### src/rtl/pwm_audio_out_pkg.sv
// Shared defaults for the PWM audio output stage: widths, gain headroom and PWM full-scale helper.
package pwm_audio_out_pkg;

    localparam int DEF_IN_W      = 16;
    localparam int DEF_PWM_W     = 10;
    localparam int DEF_FIFO_LOG2 = 2;

    // Extra bits above the sample so a 0..15 left shift never loses the saturation condition.
    localparam int GAIN_HEADROOM = 15;

    function automatic int pwm_max(input int w);
        return (1 << w) - 1;
    endfunction

endpackage

### src/rtl/sample_fifo.sv
// Small synchronous FIFO for audio samples; a push into a full FIFO is accepted when a pop frees a slot.
module sample_fifo #(
    parameter int W    = 16,
    parameter int LOG2 = 2
) (
    input  logic         clk,
    input  logic         rst,
    input  logic         push,
    input  logic         pop,
    input  logic [W-1:0] din,
    output logic [W-1:0] dout,
    output logic         full,
    output logic         empty
);

    localparam int DEPTH = 1 << LOG2;
    localparam logic [LOG2:0] FULL_LVL = {1'b1, {LOG2{1'b0}}};

    logic [W-1:0]    mem [DEPTH];
    logic [LOG2-1:0] wr_ptr;
    logic [LOG2-1:0] rd_ptr;
    logic [LOG2:0]   level;
    logic            do_push;
    logic            do_pop;

    assign do_pop  = pop && !empty;
    assign do_push = push && (!full || do_pop);
    assign full    = (level == FULL_LVL);
    assign empty   = (level == '0);
    assign dout    = mem[rd_ptr];

    always_ff @(posedge clk) begin
        if (do_push) mem[wr_ptr] <= din;
    end

    always_ff @(posedge clk) begin
        if (rst) begin
            wr_ptr <= '0;
            rd_ptr <= '0;
            level  <= '0;
        end else begin
            if (do_push) wr_ptr <= wr_ptr + 1'b1;
            if (do_pop)  rd_ptr <= rd_ptr + 1'b1;
            case ({do_push, do_pop})
                2'b10:   level <= level + 1'b1;
                2'b01:   level <= level - 1'b1;
                default: level <= level;
            endcase
        end
    end

endmodule

### src/rtl/pwm_audio_out.sv
// PWM audio output: sample FIFO, power-of-two gain with saturation, duty update once per PWM period.
// Optional first-order dither of the truncated residual when PWM_DITHER_EN is defined.
module pwm_audio_out
    import pwm_audio_out_pkg::*;
#(
    parameter int IN_W      = DEF_IN_W,
    parameter int PWM_W     = DEF_PWM_W,
    parameter int FIFO_LOG2 = DEF_FIFO_LOG2
) (
    input  logic            clk,
    input  logic            RST,
    input  logic [IN_W-1:0] in_sample,
    input  logic            in_tick,
    input  logic [3:0]      gain_shift,
    output logic            pwm_out,
    output logic            period_tick,
    output logic            fifo_full,
    output logic            overflow,
    output logic            underrun
);

    localparam int RES_W = IN_W - PWM_W;
    localparam logic [PWM_W-1:0] PWM_MAX = PWM_W'(pwm_max(PWM_W));

    logic [PWM_W-1:0]              count;
    logic [PWM_W-1:0]              duty;
    logic [PWM_W-1:0]              duty_next;
    logic [PWM_W-1:0]              quant;
    logic [IN_W-1:0]               head;
    logic [IN_W+GAIN_HEADROOM-1:0] s_wide;
    logic [IN_W-1:0]               s_sat;
    logic                          fifo_empty;
    logic                          wrap;
    logic                          pop;

    assign wrap = (count == PWM_MAX);
    assign pop  = wrap && !fifo_empty;

    sample_fifo #(
        .W    (IN_W),
        .LOG2 (FIFO_LOG2)
    ) u_fifo (
        .clk   (clk),
        .rst   (RST),
        .push  (in_tick),
        .pop   (pop),
        .din   (in_sample),
        .dout  (head),
        .full  (fifo_full),
        .empty (fifo_empty)
    );

    // Gain is applied at pop time, so the shift in force at the period boundary is the one used.
    assign s_wide = {{GAIN_HEADROOM{1'b0}}, head} << gain_shift;
    assign s_sat  = (|s_wide[IN_W+GAIN_HEADROOM-1:IN_W]) ? '1 : s_wide[IN_W-1:0];
    assign quant  = s_sat[IN_W-1 -: PWM_W];

`ifdef PWM_DITHER_EN
    logic [RES_W-1:0] acc;
    logic [RES_W-1:0] acc_next;
    logic             carry;

    assign {carry, acc_next} = {1'b0, acc} + {1'b0, s_sat[RES_W-1:0]};
    assign duty_next = (carry && quant != PWM_MAX) ? quant + 1'b1 : quant;

    always_ff @(posedge clk) begin
        if (RST)      acc <= '0;
        else if (pop) acc <= acc_next;
    end
`else
    logic unused_residual;

    assign unused_residual = ^s_sat[RES_W-1:0];
    assign duty_next       = quant;
`endif

    always_ff @(posedge clk) begin
        if (RST) begin
            count       <= '0;
            duty        <= '0;
            pwm_out     <= 1'b0;
            period_tick <= 1'b0;
            underrun    <= 1'b0;
            overflow    <= 1'b0;
        end else begin
            count       <= count + 1'b1;
            period_tick <= wrap;
            underrun    <= wrap && fifo_empty;
            pwm_out     <= (count < duty);
            if (pop) duty <= duty_next;
            if (in_tick && fifo_full && !pop) overflow <= 1'b1;
        end
    end

endmodule
### config.mk
export PLATFORM = sky130hd
export DESIGN_NAME = pwm_audio_out
export DESIGN_NICKNAME = d
export VERILOG_FILES = /design/src/rtl/pwm_audio_out_pkg.sv /design/src/rtl/sample_fifo.sv /design/src/rtl/pwm_audio_out.sv
export SDC_FILE = /design/constraint.sdc
export NUM_CORES = 1
export LEC_CHECK = 0
export ABC_AREA = 1
export CAP_MARGIN = 10
export CELL_PAD_IN_SITES_DETAIL_PLACEMENT = 0
export CELL_PAD_IN_SITES_GLOBAL_PLACEMENT = 1
export CORE_MARGIN = 8
export CORE_UTILIZATION = 35
export DETAILED_ROUTE_END_ITERATION = 8
export HOLD_SLACK_MARGIN = 0.12
export PLACE_DENSITY = 0.72
export SETUP_SLACK_MARGIN = 0.2
export SLEW_MARGIN = 40
export SYNTH_ARGS = -nofsm -noshare
export SYNTH_HDL_FRONTEND = slang
export SYNTH_HIERARCHICAL = 1
export SYNTH_SLANG_ARGS = --single-unit
export TNS_END_PERCENT = 30
### constraint.sdc
create_clock -name clk -period 3.2 [get_ports clk]
set_input_delay 0.32 -clock clk [delete_from_list [all_inputs] [get_ports clk]]
set_output_delay 0.32 -clock clk [all_outputs]
set_load 0.02 [all_outputs]
==> impl_metrics.csv <==
group,metric,value,unit
timing,tns,0,ps
synth,yosysWarnings,6,
floorplanning,io_pins,28,
global_routing,track_usage,0.122,
route,avgViaCountPerCell,4.89,
global_routing,antenna_found_initial,0,
synth,synth_edf_count,64,
timing,setup_viol,0,
synth,avgSynthCellArea,9.16,µm²
route,vias,3675,
worst_setup_path,start_kind,"flip-flop",
placement,gp_congestion,0.831,
pwr,p_int,2070,µW
floorplanning,num_rows,43,
route,totalWireLength,10500,µm
placement,port_buffers,27,
cts,postCtsSetupBuffers,0,
finish,drive_gt1_frac,0.131,
floorplanning,start_util,0.357,
finish,fin_util,0.408,
pwr,p_sw,638,µW
timing,tightest_slew,583,ps
worst_setup_path,cp.arrival,2830,ps
finish,stdcell_area,0.00564,mm²
pwr,comb_power_share,0.105,
pwr,power_density,481,mW/mm²
pwr,finalPower,2710,µW
route,first_pass_iters,4,
min_path,min_path_cells,1,
timing,fmax,0.391,GHz
cts,cts_sinks,97,
synth,seq_area_frac_synth,0.523,
min_path,min_path_type,"reg2reg",
global_routing,grt_first_pass_wirelength,17600,µm
finish,finalNetCount,606,
timing,fin_ws,645,ps
synth,ys_ff_latch,97,
floorplanning,die_x,135,µm
cts,cts_hold_buffers,0,
cts,cts_tree,"built",
finish,syn2layout_area_growth,14.2,%
pwr,ir_worst_vdd,0.000403,V
pwr,power_frac_clock,0.379,
timing,hold_viol,0,
cts,clk_pin_slew,70,ps
cts,clockRootBuffer,"clkbuf_16",
global_routing,first_global_vias,3584,
finish,fill_cells,1350,
synth,synth_fp_nets,578,
cts,h-tree-depth,3,
pwr,power_leakage,0.00222,µW
floorplanning,die_area,0.0182,mm²
synth,ys_types,35,
timing,slew_headroom,0.611,
route,wire_per_inst,13.9,µm
worst_setup_path,critPathRequiredTime,3470,ps
synth,synth_async_sr_flop_share,0,
synth,synth-main-ff-cell,"edfxtp_1",
placement,detailed_place_hpwl,7360,µm
placement,dpl_cell_area,0.00535,mm²
status,status,"finished clean",
route,drt_iter0_drc,219,
cts,post_cts_resized,0,
route,remaining_drc_errors,0,
worst_setup_path,rr_worst_depth,18,
cts,clk_latency,340,ps
worst_setup_path,path_class,"reg2reg",
synth,synth_area,0.00494,mm²
timing,drv_slew,0,
route,ant_nets,0,
placement,preCtsSetupSlack,676,ps
run,max_cap_viol_count,0,
floorplanning,die_h,135,µm
synth,syn_inst,539,
pwr,p_sw_frac,0.235,
pwr,p_seq_frac,0.516,
cts,numCtsBuffers,9,
worst_setup_path,crit_fanout,5,
worst_setup_path,end_kind,"flip-flop",
floorplanning,coreArea,0.0138,mm²
timing,timing.final.crit_share,0.798,
cts,clockBufferDepth,2,
timing,rsz0062_at_grt,"no",
global_routing,grt_max_degree,33,
timing,skew,8.29,ps
timing,period_needed,2560,ps
global_routing,grt-ovfl-total,0,
finish,n_antenna_cell,0,
[critical path, cell delays in order (launching register included)]
cell     delay [ps]
dfxtp_1         340
ha_1            220
nand2_1         100
inv_1            80
nand4_1         150
nor2_2           70
nand3_2          60
inv_1            70
inv_1            60
nand3_2         120
nand2_1         180
ha_1            210
inv_1            70
fa_1            380
nand2_1          80
nand3_1          90
nand2_1          70
nand2_1          40
nor2_1          100
[layer usage]
| layer | up-vias | share of wire | track usage |
|---|---|---|---|
| li1 | 1886 | - | - |
| met1 | 1743 | 0.48 | 0.150 |
| met2 | 35 | 0.47 | 0.202 |
| met3 | 11 | 0.028 | 0.0312 |
| met4 | 0 | 0.015 | 0.0455 |
| met5 | - | 0 | 0 |
[final cells by class]
cell class | count | area, µm² | area share
inverter | 61 | 234 | 0.0415
sequential | 97 | 2580 | 0.458
tap | 180 | 225 | 0.0399
timing repair buffer | 37 | 345 | 0.0613
multi-input combinational | 361 | 1970 | 0.349
clock buffer | 13 | 270 | 0.0479
clock inverter | 3 | 15.0 | 0.00266
[kinds of logic (layout without fill, tap and decap cells)]
logic type                 Yosys count  after routing  synth area share
and+or+nand+nor                    243            243             0.241
AOI/OAI and AO/OA                  102            102             0.115
DFF                                 97             97             0.523
buffers and inverters               81            114            0.0786
adders and majority gates           16             16            0.0421
[final timing paths]
kind / slack (ps) / start / end
hold / removal: 470 / count[0] / count[0]
setup / recovery: 640 / count[0] / u_fifo/level[2]
setup reg to reg: 640 / count[0] / u_fifo/level[2]
hold reg to reg: 470 / count[0] / count[0]
[power by group through the flow]
stage	logic (µW)	registers [µW]	clock network, µW
2_1_floorplan	198	1430	0
3_5_place_dp	286	1430	0
4_1_cts	288	1400	1060
3_3_place_gp	282	1430	0
6_report	284	1400	1030
5_1_grt	320	1400	1110
[registers in the layout, indices dropped and copies added, names as in the netlist, named ones only]
register,flops
u_fifo/mem,64
count,10
duty,10
u_fifo/level,3
u_fifo/rd_ptr,2
u_fifo/wr_ptr,2
overflow,1
period_tick,1
pwm_out,1
underrun,1
[Yosys cell counts, drive strengths merged (2+ instances only)]
library cell	n	area, µm²
o22ai	18	113
o21ai	42	210
inv	61	234
edfxtp	64	1920
o21a	2	15.0
clkbuf	3	15.0
dfxtp	33	661
o211ai	3	22.5
nor2	66	258
a21oi	32	171
nand4	3	25.0
ha	15	188
nand2	110	503
a31oi	2	12.5
nor4	2	12.5
nor3	7	35.0
nand3	55	355
buf	17	139
[cell usage in the layout, fill, tap and decap left out]
cell type	count
nand2_1	86
edfxtp_1	64
nor2_1	62
inv_1	57
nand3_1	39
dfxtp_1	33
a21oi_1	31
o21ai_1	28
clkdlybuf4s50_1	27
nand2_2	18
o22ai_1	18
nand3_2	16
ha_1	15
o21ai_0	14
buf_4	10
clkbuf_16	9
nor3_1	7
nand2_4	6
nor2_2	4
inv_2	4
o211ai_1	3
clkbuf_8	3
nand4_1	2
nor4_1	2
a31oi_1	2
o21a_1	2
inv_6	1
nand4_2	1
a22o_1	1
a21oi_4	1
o31ai_1	1
o2111ai_1	1
clkbuf_1	1
inv_4	1
clkinv_2	1
fa_1	1
[through the flow]
step                hold slack, ps  instances
floorplan                      398        539
global placement               444        736
detailed placement             458        736
CTS                            472        752
global route                   518        752
finish                         470        752
No activity file was read; power rests on OpenSTA's default activity.
